<file path="src/rtl/fetch_unit_if.sv">
// ---------------------------------------------------------------------------
// fetch_unit_if
//   Bundles the two handshake buses of the instruction fetch stage.
//   Memory read port (req/ack):
//     mem_req, mem_addr       fetch unit -> memory
//     mem_ack, mem_rdata      memory -> fetch unit
//   Decoder port (valid/ready):
//     instruction, imm_word, instr_pc, next_pc, instr_valid  fetch -> decoder
//     decode_ready                                           decoder -> fetch
//   master: the fetch unit side; slave: the memory/decoder side.
// ---------------------------------------------------------------------------
interface fetch_unit_if;
    logic        mem_req;
    logic [15:0] mem_addr;
    logic        mem_ack;
    logic [15:0] mem_rdata;
    logic [15:0] instruction;
    logic [15:0] imm_word;
    logic [15:0] instr_pc;
    logic [15:0] next_pc;
    logic        instr_valid;
    logic        decode_ready;

    modport master (
        output mem_req, mem_addr, instruction, imm_word, instr_pc, next_pc, instr_valid,
        input  mem_ack, mem_rdata, decode_ready
    );

    modport slave (
        input  mem_req, mem_addr, instruction, imm_word, instr_pc, next_pc, instr_valid,
        output mem_ack, mem_rdata, decode_ready
    );
endinterface

</file>
<file path="src/rtl/fetch_unit.sv">
// ---------------------------------------------------------------------------
// fetch_unit
//   Instruction fetch stage feeding the decoder. Reads 16-bit words over a
//   req/ack memory port and assembles one-word instructions, or two-word
//   instructions when bit 15 of the first word is set (immediate follows).
//   Ports:
//     clk        clock, rising edge
//     rst_n      asynchronous active-low reset
//     io_fetch   fetch_unit_if.master: memory port and decoder handshake
//     i_pc_load  PC redirect request from execute (highest priority)
//     i_pc_new   redirect target
//     i_halt     stop issuing new fetches (sampled in IDLE and at transfer)
// ---------------------------------------------------------------------------
module fetch_unit #(
    parameter logic [15:0] RESET_PC = 16'h0000,
    parameter logic [15:0] PC_STEP  = 16'd2
) (
    input  logic           clk,
    input  logic           rst_n,
    fetch_unit_if.master   io_fetch,
    input  logic           i_pc_load,
    input  logic [15:0]    i_pc_new,
    input  logic           i_halt
);

    typedef enum logic [2:0] {
        S_IDLE  = 3'd0,
        S_F1    = 3'd1,
        S_F2    = 3'd2,
        S_OUT   = 3'd3,
        S_DRAIN = 3'd4
    } state_t;

    state_t      r_state,       w_state_next;
    logic [15:0] r_pc,          w_pc_next;
    logic        r_mem_req,     w_mem_req_next;
    logic [15:0] r_mem_addr,    w_mem_addr_next;
    logic [15:0] r_instruction, w_instruction_next;
    logic [15:0] r_imm_word,    w_imm_word_next;
    logic [15:0] r_instr_pc,    w_instr_pc_next;
    logic [15:0] r_next_pc,     w_next_pc_next;
    logic        r_instr_valid, w_instr_valid_next;
    logic [15:0] w_pc_inc;

    // 16-bit modulo increment: 0xFFFE + 2 wraps to 0x0000
    assign w_pc_inc = r_pc + PC_STEP;

    always_ff @(posedge clk or negedge rst_n) begin
        if (!rst_n) begin
            r_state       <= S_IDLE;
            r_pc          <= RESET_PC;
            r_mem_req     <= 1'b0;
            r_mem_addr    <= RESET_PC;
            r_instruction <= 16'h0000;
            r_imm_word    <= 16'h0000;
            r_instr_pc    <= 16'h0000;
            r_next_pc     <= 16'h0000;
            r_instr_valid <= 1'b0;
        end else begin
            r_state       <= w_state_next;
            r_pc          <= w_pc_next;
            r_mem_req     <= w_mem_req_next;
            r_mem_addr    <= w_mem_addr_next;
            r_instruction <= w_instruction_next;
            r_imm_word    <= w_imm_word_next;
            r_instr_pc    <= w_instr_pc_next;
            r_next_pc     <= w_next_pc_next;
            r_instr_valid <= w_instr_valid_next;
        end
    end

    always_comb begin
        w_state_next       = r_state;
        w_pc_next          = r_pc;
        w_mem_req_next     = r_mem_req;
        w_mem_addr_next    = r_mem_addr;
        w_instruction_next = r_instruction;
        w_imm_word_next    = r_imm_word;
        w_instr_pc_next    = r_instr_pc;
        w_next_pc_next     = r_next_pc;
        w_instr_valid_next = r_instr_valid;

        if (i_pc_load) begin
            w_pc_next          = i_pc_new;
            w_instr_valid_next = 1'b0;
            // An outstanding request cannot be withdrawn: keep req/addr
            // and swallow its data in DRAIN. Otherwise restart cleanly in
            // F1 with req low; F1 raises it at the new pc next cycle.
            if ((r_state == S_F1 || r_state == S_F2 || r_state == S_DRAIN) &&
                r_mem_req && !io_fetch.mem_ack) begin
                w_state_next = S_DRAIN;
            end else begin
                w_state_next   = S_F1;
                w_mem_req_next = 1'b0;
            end
        end else begin
            unique case (r_state)
                S_IDLE: begin
                    if (!i_halt) begin
                        w_state_next    = S_F1;
                        w_mem_req_next  = 1'b1;
                        w_mem_addr_next = r_pc;
                    end
                end
                S_F1: begin
                    if (!r_mem_req) begin
                        // re-request cycle after a transfer, drain or redirect
                        w_mem_req_next  = 1'b1;
                        w_mem_addr_next = r_pc;
                    end else if (io_fetch.mem_ack) begin
                        w_instruction_next = io_fetch.mem_rdata;
                        w_instr_pc_next    = r_pc;
                        w_pc_next          = w_pc_inc;
                        if (io_fetch.mem_rdata[15]) begin
                            // immediate word follows; keep req high
                            w_state_next    = S_F2;
                            w_mem_addr_next = w_pc_inc;
                        end else begin
                            w_state_next       = S_OUT;
                            w_imm_word_next    = 16'h0000;
                            w_next_pc_next     = w_pc_inc;
                            w_mem_req_next     = 1'b0;
                            w_instr_valid_next = 1'b1;
                        end
                    end
                end
                S_F2: begin
                    if (io_fetch.mem_ack) begin
                        w_state_next       = S_OUT;
                        w_imm_word_next    = io_fetch.mem_rdata;
                        w_pc_next          = w_pc_inc;
                        w_next_pc_next     = w_pc_inc;
                        w_mem_req_next     = 1'b0;
                        w_instr_valid_next = 1'b1;
                    end
                end
                S_OUT: begin
                    if (r_instr_valid && io_fetch.decode_ready) begin
                        w_instr_valid_next = 1'b0;
                        w_state_next       = i_halt ? S_IDLE : S_F1;
                    end
                end
                S_DRAIN: begin
                    if (io_fetch.mem_ack) begin
                        w_state_next   = S_F1;
                        w_mem_req_next = 1'b0;
                    end
                end
                default: begin
                    w_state_next   = S_IDLE;
                    w_mem_req_next = 1'b0;
                end
            endcase
        end
    end

    assign io_fetch.mem_req     = r_mem_req;
    assign io_fetch.mem_addr    = r_mem_addr;
    assign io_fetch.instruction = r_instruction;
    assign io_fetch.imm_word    = r_imm_word;
    assign io_fetch.instr_pc    = r_instr_pc;
    assign io_fetch.next_pc     = r_next_pc;
    assign io_fetch.instr_valid = r_instr_valid;

endmodule
</file>
<file path="src/flat_wrapper.sv">
// flat-port wrapper written by rule: the top's interface ports become plain ports
module fetch_unit_flat 
#(
    parameter logic [15:0] RESET_PC = 16'h0000,
    parameter logic [15:0] PC_STEP  = 16'd2
)
  (clk, rst_n, i_pc_load, i_pc_new, i_halt, io_fetch_mem_req, io_fetch_mem_addr, io_fetch_instruction, io_fetch_imm_word, io_fetch_instr_pc, io_fetch_next_pc, io_fetch_instr_valid, io_fetch_mem_ack, io_fetch_mem_rdata, io_fetch_decode_ready);
  fetch_unit_if io_fetch_i ();
  input  logic clk;
  input  logic rst_n;
  input  logic i_pc_load;
  input  logic [15:0] i_pc_new;
  input  logic i_halt;
  output wire logic [$bits(io_fetch_i.mem_req)-1:0] io_fetch_mem_req;
  output wire logic [$bits(io_fetch_i.mem_addr)-1:0] io_fetch_mem_addr;
  output wire logic [$bits(io_fetch_i.instruction)-1:0] io_fetch_instruction;
  output wire logic [$bits(io_fetch_i.imm_word)-1:0] io_fetch_imm_word;
  output wire logic [$bits(io_fetch_i.instr_pc)-1:0] io_fetch_instr_pc;
  output wire logic [$bits(io_fetch_i.next_pc)-1:0] io_fetch_next_pc;
  output wire logic [$bits(io_fetch_i.instr_valid)-1:0] io_fetch_instr_valid;
  input wire logic [$bits(io_fetch_i.mem_ack)-1:0] io_fetch_mem_ack;
  input wire logic [$bits(io_fetch_i.mem_rdata)-1:0] io_fetch_mem_rdata;
  input wire logic [$bits(io_fetch_i.decode_ready)-1:0] io_fetch_decode_ready;
  assign io_fetch_mem_req = io_fetch_i.mem_req;
  assign io_fetch_mem_addr = io_fetch_i.mem_addr;
  assign io_fetch_instruction = io_fetch_i.instruction;
  assign io_fetch_imm_word = io_fetch_i.imm_word;
  assign io_fetch_instr_pc = io_fetch_i.instr_pc;
  assign io_fetch_next_pc = io_fetch_i.next_pc;
  assign io_fetch_instr_valid = io_fetch_i.instr_valid;
  assign io_fetch_i.mem_ack = io_fetch_mem_ack;
  assign io_fetch_i.mem_rdata = io_fetch_mem_rdata;
  assign io_fetch_i.decode_ready = io_fetch_decode_ready;
  fetch_unit #(.RESET_PC(RESET_PC), .PC_STEP(PC_STEP)) u_core (.clk(clk), .rst_n(rst_n), .io_fetch(io_fetch_i), .i_pc_load(i_pc_load), .i_pc_new(i_pc_new), .i_halt(i_halt));
endmodule
</file>
<file path="config.mk">
export PLATFORM = sky130hd
export DESIGN_NAME = fetch_unit_flat
export DESIGN_NICKNAME = d
export VERILOG_FILES = /design/src/rtl/fetch_unit_if.sv /design/src/rtl/fetch_unit.sv /design/src/flat_wrapper.sv
export SDC_FILE = /design/constraint.sdc
export NUM_CORES = 1
export LEC_CHECK = 0
export CORE_MARGIN = 4
export CORE_UTILIZATION = 51
export CTS_BUF_LIST = sky130_fd_sc_hd__clkbuf_8
export DETAILED_ROUTE_END_ITERATION = 8
export PLACE_DENSITY = 0.92
export SYNTH_ARGS = -nofsm -noshare
export SYNTH_HDL_FRONTEND = slang
export SYNTH_SLANG_ARGS = --single-unit
export TNS_END_PERCENT = 100
</file>
<file path="constraint.sdc">
create_clock -name clk -period 2.6 [get_ports clk]
set_input_delay 0.39 -clock clk [delete_from_list [all_inputs] [get_ports clk]]
set_output_delay 0.39 -clock clk [all_outputs]
set_load 0.05 [all_outputs]
</file>
== After elaboration in Yosys (flattened, before gate mapping) ==
Cells that the tools add are included.
Widths: inputs -> output; s select.

* Reduce and logical (&&, ||, !) cells: 19
* Bitwise gates (word level): 1
* Shifts and indexed selects: 0
* Multiplexer cells: 45
* $add $sub $neg: 1
* Equal/unequal tests: 21
* $lt $le $gt $ge: 0
* Multipliers: 0
* Div/mod/pow operators: 0

{| class="wikitable"
|+ Operators by type and width
! cell !! count
|-
| $mux 16 || 15
|-
| $pmux 16 s2 || 4
|-
| $mux 3 || 8
|-
| $ne 3x3->1 const B || 7
|-
| $reduce_and 6->1 || 3
|-
| $add 16x2->16 const B || 1
|-
| $mux 1 || 15
|-
| $pmux 3 s5 || 1
|-
| $ne 2x2->1 const B || 6
|-
| $reduce_and 4->1 || 2
|-
| $eq 3x2->1 const B || 2
|-
| $ne 3x2->1 const B || 2
|-
| $reduce_and 5->1 || 1
|-
| $pmux 1 s4 || 1
|-
| $reduce_bool 2->1 || 2
|-
| $reduce_bool 4->1 || 1
|-
| $eq 3x1->1 const B || 1
|-
| $eq 3x3->1 const B || 1
|-
| $logic_and 1x1->1 || 3
|-
| $logic_not 3->1 || 1
|-
| $ne 3x1->1 const B || 1
|-
| $pmux 1 s3 || 1
|-
| $reduce_bool 3->1 || 1
|-
| $logic_or 1x1->1 || 2
|-
| 5 further kinds || 5
|}

* Input bits: 38
* Word-level logic and storage cells: 96
* Bits in latches: 0
* Memory bits (writable): 0
* Memories: 0
* Output and inout bits: 82
* Bits in read-only memories: 0
* Bits in registers: 101

== Logic depth before layout (Yosys ltp) ==
Gate-level depths: netlist (run 1).

* Depth in word-level cells: 7
* Mapped depth: 8
* Mapped depth without buffers: 5

== Worst setup path before layout (run 1) ==
OpenSTA, ideal clock, no wires.

* Path type: register to register
* Start: reg u_core.r_mem_req, in the netlist u_core.io_fetch.mem_req
* End: reg u_core.r_pc[15]
* Path slack: 0.512 ns
* Required time: 2.530 ns
* Arrival time: 2.018 ns
* Library setup time: 0.070 ns
* Period minus slack after synthesis: 2.088 ns
* Cell stages (with the launch flop): 7
* Path buffers: 2
* Cells stage by stage: dfrtp_1 buf_4 nand3b_1 a21bo_2 clkbuf_1 or4_1 nand3_1

* Longest elaborated chain between the ends: 2

{| class="wikitable"
|+ Ends and longest elaborated chain
! item !! line !! text
|-
| from (decl) || fetch_unit.sv:36 || <nowiki>logic r_mem_req, w_mem_req_next;</nowiki>
|-
| from (signal assigned) || fetch_unit.sv:62 || <nowiki>r_mem_req <= w_mem_req_next;</nowiki>
|-
| $ne 3x2->1 (no source line) || n/a ||
|-
| $reduce_and 2->1 (no source line) || n/a ||
|-
| to (signal assigned) || fetch_unit.sv:61 || <nowiki>r_pc <= w_pc_next;</nowiki>
|-
| to (decl) || fetch_unit.sv:35 || <nowiki>logic [15:0] r_pc, w_pc_next;</nowiki>
|}

No other way between the ends.
A chain may end at the register's enable or synchronous reset.

== Final worst setup path (run 1) ==
* Start: reg u_core.r_pc[1]
* End: reg u_core.r_mem_addr[13], in the netlist u_core.io_fetch.mem_addr[13]

* Longest elaborated chain between the ends: 5

{| class="wikitable"
|+ Ends and longest elaborated chain
! item !! line !! text
|-
| $add 16x2->16 || fetch_unit.sv:46 || <nowiki>assign w_pc_inc = r_pc + PC_STEP;</nowiki>
|-
| $mux 16 || fetch_unit.sv:114 || <nowiki>if (io_fetch.mem_rdata[15]) begin</nowiki>
|-
| $mux 16 || fetch_unit.sv:110 || <nowiki>end else if (io_fetch.mem_ack) begin</nowiki>
|-
| $mux 16 || fetch_unit.sv:106 || <nowiki>if (!r_mem_req) begin</nowiki>
|-
| $pmux 16 s2 || fetch_unit.sv:97 || <nowiki>unique case (r_state)</nowiki>
|-
| to (signal assigned) || fetch_unit.sv:63 || <nowiki>r_mem_addr <= w_mem_addr_next;</nowiki>
|-
| to (decl) || fetch_unit.sv:37 || <nowiki>logic [15:0] r_mem_addr, w_mem_addr_next;</nowiki>
|}

No other way between the ends. The select of a mux whose other input is x is not followed.

==> results.yml, run 1 <==
synth:
  synth.distinct_cells: 54
  syn_area_sq_um: 4898
  synthTopCellsByCount: "dfrtp_1 (101), o21ai_0 (73), nand2_1 (57), mux2_2 (33), clkbuf_1 (27)"
  synth-seq-area-share: 0.5160
  synth_fa_ha_area_frac: 0.002554
  yosysMostFrequentCell: "dfrtp_1"
  synthSimpleGateAreaFrac: 0.1410
  synth-compound-area-share: 0.1653
  ys.warnings.count: 0
  muxShareOfSynthArea: 0.07816
  synth_cells: 480
  synth-xor-area-share: 0.04291
  synth_edf_count: 0
  synth_area_leaders: "dfrtp_1 (52%), mux2_2 (7.6%), o21ai_0 (7.5%), nand2_1 (4.4%), xnor2_1 (3.0%)"
  netlist.area_leader.share: 0.5160
  synthArstFlopShare: 1.000
  synthesis.nets: 519
  synth_top_flop_cell: "dfrtp_1"
  synth.ff_latch_count: 101
  syn_avg_cell_area_sq_um: 10.21
  synth_top_family_by_area: "compound AO/OA/AOI/OAI gates"
  synth_top_cell_by_area: "dfrtp_1"
drt:
  antenna_left: 0
  drt-initial-drc-count: 394
  top_layer: "met4"
  vias: 4165
  wl_met2_mm: 6.388
  route.met3.wl_mm: 1.134
  vias_per_cell: 5.883
  drc: 0
  drt-total-wl_mm: 13.05
  wl_met1_mm: 5.207
  detail_route.wl_per_cell_microns: 18.43
  drt_pre_antenna_iters: 5
timing:
  fmax_mhz: 435.9
  finalHoldViolations: 0
  fin_crit_sh: 0.8824
  setup_viol: 0
  layout_setup_ws_ns: 0.3057
  worstMarginPinSlew_ns: 0.6401
  period_minus_slack_ns: 2.294
  rsz0062_at_grt: "no"
  fin_tns_setup_ns: 0
  slew_viol_final: 0
  holdWs_ns: 0.02287
  clock_skew_ns: 0.01264
  relSlewSlack: 0.5732
job:
  maxCapViolCount: 0
clock_network:
  numCtsBuffers: 9
  cts_tree: "done"
  clk_pin_slew_ns: 0.10
  clk-insertion-delay-late_ns: 0.37
  holdBufCountCts: 0
  clockRootBuffer: "clkbuf_8"
  cts-resized-gates: 0
  cts_num_sinks: 101
  clockBufferDepth: 2
  post_cts_buffers: 0
  htreeDepth: 3
setup_path:
  worst_path_max_delay_cell: "dfrtp_1"
  critPathLaunchType: "flip-flop"
  crit_chain: "ha_1 > nand3_1 > or3_1 > or4_1 > a31oi_1"
  crit_type: "reg2reg"
  cp_data_required_time_ns: 2.90
  cp-end-kind: "flip-flop"
  crit_fanout: 8
  arrival_ns: 2.60
  max_stage_delay_ns: 0.52
power_and_ir_drop:
  pwr-share-seq: 0.328
  netSwitchingPower_mw: 3.805
  sw_frac_of_total: 0.4849
  powerDensity_nw_per_um2: 1243
  power_mw: 7.848
  p_leak_nw: 2.485
  pwr-share-clk: 0.126
  irDropWorstVdd_mv: 0.7176
  p_int_mw: 4.042
  p_comb_frac: 0.546
floorplanning:
  core_area_sq_um: 9284
  die_y_microns: 106.0
  io_pins: 120
  num_rows: 35
  die_w_microns: 106.0
  dieArea_sq_um: 11240
  initial_core_util: 0.5276
finish:
  seqCellArea_sq_um: 2527
  n_antenna_cell: 0
  final_cells: 708
  n_fill_cell: 728
  layout-drive-gt1-share: 0.1209
  area_growth_pct: 28.86
  nets: 614
  multiInputGateArea_sq_um: 2117
status:
  status: "finished, final reports clean"
grt:
  grt_start_max_net_pins: 54
  first_global_vias: 4192
  grt-ovfl-total: 0
  antenna_found_initial: 0
  grt_pass1_wl_mm: 21.46
  grtUsageTotal: 0.2384
place:
  globalplace.congestion: 0.9622
  place_hpwl_mm: 9.408
  pre_cts_slack_ns: 0.3213
  io_buffers: 119
  placedCellCount: 693
hold_path:
  worstHoldPathType: "in2async"
==> kinds of logic (layout without fill, tap and decap cells) <==
logic type,Yosys count,after routing
flip-flops,101,101
XOR/XNOR,24,24
multiplexers,34,34
adder cells (fa/ha/maj),1,1
buffers and inverters,53,152
AND/OR/NAND/NOR,137,137
AO/OA/AOI/OAI,130,130
==> cells in the final DEF, fill, tap and decap left out, types with 6 or more instances in the layout <==
cell type        netlist  layout
dfrtp_1              101     101
nand3_1               13      13
buf_4                 11      13
nor2_1                15      14
o211ai_1              10      10
nor3_1                 7       7
nor4_1                 6       6
a21oi_1                7       7
clkbuf_8               0       9
o21ai_0               73      73
mux2_2                33      33
o311ai_0              10      10
xor2_1                 7       7
xnor2_1               17      17
nand2_1               57      57
a31oi_1                7       7
clkdlybuf4s50_1        0     118
nand2b_1               6       6
==> power by group through the flow <==
stage	Clock, mW	Sequential [mW]	Combinational (mW)
after global routing	1.07	2.67	4.49
final	0.992	2.57	4.28
after global placement	0	2.57	4.21
after detailed placement	0	2.61	4.29
after CTS	0.999	2.58	4.31
after floorplan	0	4.30	1.09
==> layer usage <==
metal,GRT usage,vias to the layer above
met4,0.09251,0
met1,0.3032,2035
li1,-,1908
met3,0.05889,27
met5,0,-
met2,0.3939,195
==> final timing paths <==
| kind | from | slack [ns] | cells past startpoint | to |
|---|---|---|---|---|
| max | u_core.r_pc[1] | 0.31 | 5 | u_core.io_fetch.mem_addr[13] |
| min | rst_n | 0.02 | 1 | u_core.io_fetch.next_pc[12] |
| max in group asynchronous | rst_n | 1.87 | 2 | u_core.io_fetch.instruction[4] |
| max reg2reg | u_core.r_pc[1] | 0.31 | 5 | u_core.io_fetch.mem_addr[13] |
| min in group clk | u_core.io_fetch.mem_addr[11] | 0.49 | 2 | u_core.io_fetch.mem_addr[11] |
| min reg2reg | u_core.io_fetch.mem_addr[11] | 0.49 | 2 | u_core.io_fetch.mem_addr[11] |
==> cell type report <==
cell class                 instances  area share
clock buffer                       9     0.01962
clock inverter                     6     0.01031
inverter                           5    0.002973
multi-input combinational        326      0.3354
sequential                       101      0.4004
tap                              129     0.02557
timing repair buffer             132      0.2057
==> stage by stage <==
| step | utilization | cell area, sq um |
|---|---|---|
| after floorplan | - | 4898 |
| after global placement | 0.6596 | 6123 |
| after detailed placement | 0.6596 | 6123 |
| after CTS | 0.6799 | 6312 |
| after global routing | 0.6799 | 6312 |
| final | 0.6799 | 6312 |
==> state kept, by name, summed over array words and instances, names as in the netlist <==
signal and count:
u_core.io_fetch.imm_word 16, u_core.io_fetch.instr_pc 16, u_core.io_fetch.instruction 16, u_core.io_fetch.mem_addr 16, u_core.io_fetch.next_pc 16, u_core.r_pc 16
u_core.r_state 3, u_core.io_fetch.instr_valid 1, u_core.io_fetch.mem_req 1
==> worst max-delay path, delay by kind of cell, from the launching register on <==
kind	cells	cell delay (ns)
AND/OR/NAND/NOR	3	1.24
flip-flops	1	0.52
adder cells (fa/ha/maj)	1	0.28
AO/OA/AOI/OAI	1	0.18
Power figures use the tool's default switching activity.
==> run 2, diff against run 1 <==
ABC_CLOCK_PERIOD_IN_PS = 2600   (was not set)
REMOVE_ABC_BUFFERS = 1   (was not set)
==> results.yml, run 2 (synthesis results as in run 1) <==
status:
  status: "finished, final reports clean"
clock_network:
  cts_num_sinks: 101
  numCtsBuffers: 9
  clk_pin_slew_ns: 0.09
  cts_tree: "done"
  clockBufferDepth: 2
  clockRootBuffer: "clkbuf_8"
  htreeDepth: 3
  post_cts_buffers: 0
  clk-insertion-delay-late_ns: 0.36
  cts-resized-gates: 0
  holdBufCountCts: 1
setup_path:
  crit_fanout: 8
  arrival_ns: 2.55
  crit_type: "reg2reg"
  cp-end-kind: "flip-flop"
  cp_data_required_time_ns: 2.89
  critPathLaunchType: "flip-flop"
drt:
  top_layer: "met4"
  drt-initial-drc-count: 349
  route.met3.wl_mm: 1.014
  wl_met1_mm: 5.536
  detail_route.wl_per_cell_microns: 19.50
  antenna_left: 0
  vias: 4264
  vias_per_cell: 6.006
  drt-total-wl_mm: 13.84
  drc: 0
  wl_met2_mm: 6.869
  drt_pre_antenna_iters: 5
grt:
  antenna_found_initial: 0
  grt_start_max_net_pins: 46
  grtUsageTotal: 0.2537
  first_global_vias: 4267
  grt_pass1_wl_mm: 22.67
  grt-ovfl-total: 0
floorplanning:
  die_y_microns: 106.0
  initial_core_util: 0.5276
  num_rows: 35
  core_area_sq_um: 9284
  die_w_microns: 106.0
  dieArea_sq_um: 11240
  io_pins: 120
finish:
  final_cells: 710
  layout_common_cells: "clkdlybuf4s50_1 (118), dfrtp_1 (101), o21ai_0 (73), nand2_1 (57), mux2_2 (33)"
  n_antenna_cell: 0
  area_growth_pct: 29.99
  nets: 617
  layout_commonest_cell: "clkdlybuf4s50_1"
  n_fill_cell: 672
  layout-drive-gt1-share: 0.1205
  final_area_sq_um: 6367
power_and_ir_drop:
  irDropWorstVdd_mv: 0.7471
  p_int_mw: 4.146
  pwr-share-clk: 0.136
  p_leak_nw: 2.507
  pwr-share-seq: 0.321
  p_comb_frac: 0.543
  netSwitchingPower_mw: 3.830
  powerDensity_nw_per_um2: 1253
  sw_frac_of_total: 0.4802
place:
  placed_area_sq_um: 6148
  place_hpwl_mm: 9.692
  pre_cts_slack_ns: 0.3551
  globalplace.congestion: 0.9846
  io_buffers: 119
  placedCellCount: 695
timing:
  finalHoldViolations: 0
  fin_crit_sh: 0.8720
  rsz0062_at_grt: "no"
  fmax_mhz: 441.1
  relSlewSlack: 0.5396
  slew_viol_final: 0
  layout_setup_ws_ns: 0.3329
  holdWs_ns: 0.4880
  period_minus_slack_ns: 2.267
  worstMarginPinSlew_ns: 0.6843
  setup_viol: 0
  clock_skew_ns: 0.01264
hold_path:
  worstHoldPathType: "reg2reg"
job:
  maxCapViolCount: 0
run 2: cell count changes in the layout (fill, tap and decap cells not counted), sizes merged:
cell / change
clkinv: -3
buf: +2
bufinv: +1
dlygate4sd3: +1
inv: +1
run 2: area by class of cell:
type / instances / area [sq um] / share of cell area
inverters: 5 / 18.77 / 0.002948
multi-input cells: 326 / 2115 / 0.3321
well taps: 129 / 161.4 / 0.02535
clock inverters: 5 / 85.08 / 0.01336
flip-flops and latches: 101 / 2527 / 0.3969
repair buffers: 135 / 1336 / 0.2099
clock buffers: 9 / 123.9 / 0.01945
run 2: routing by layer:
metal  track usage  vias to the layer above
met5             0                        -
li1              -                     1915
met1        0.3363                     2089
met4       0.09528                        0
met2        0.4153                      225
met3       0.04918                       35
run 2: power groups by stage:
stage                     clock [mW]  sequential, mW  combinational (mW)
after floorplan                    0            4.37               0.903
after global placement             0            2.55                4.25
after detailed placement           0            2.59                4.33
after CTS                       1.08            2.56                4.35
after global routing            1.15            2.64                4.54
final                           1.08            2.56                4.34
run 2: metrics by stage:
step                power, mW    util  setup TNS, ns
floorplan               5.272       -         -18.52
global placement        6.803  0.6623              0
detailed placement      6.917  0.6623              0
CTS                     7.995  0.6858              0
global route            8.334  0.6858              0
finish                  7.976  0.6858              0
run 2: critical path, stage by stage, from the launching register on:
cell and delay [ns]:
dfrtp_1 0.49, ha_1 0.31, nand3_1 0.23, or3_1 0.51
or4_1 0.49, a31oi_1 0.16
run 2: path summary, 6_finish.rpt:
path	startpoint	endpoint	slack, ns	cells past startpoint
max reg2reg	u_core.r_pc[1]	u_core.io_fetch.mem_addr[13]	0.33	5
max in group asynchronous	rst_n	u_core.io_fetch.mem_addr[15]	1.38	3
min	u_core.io_fetch.mem_addr[11]	u_core.io_fetch.mem_addr[11]	0.49	2
min reg2reg	u_core.io_fetch.mem_addr[11]	u_core.io_fetch.mem_addr[11]	0.49	2
min in group asynchronous	rst_n	u_core.io_fetch.instruction[4]	0.51	2
max	u_core.r_pc[1]	u_core.io_fetch.mem_addr[13]	0.33	5
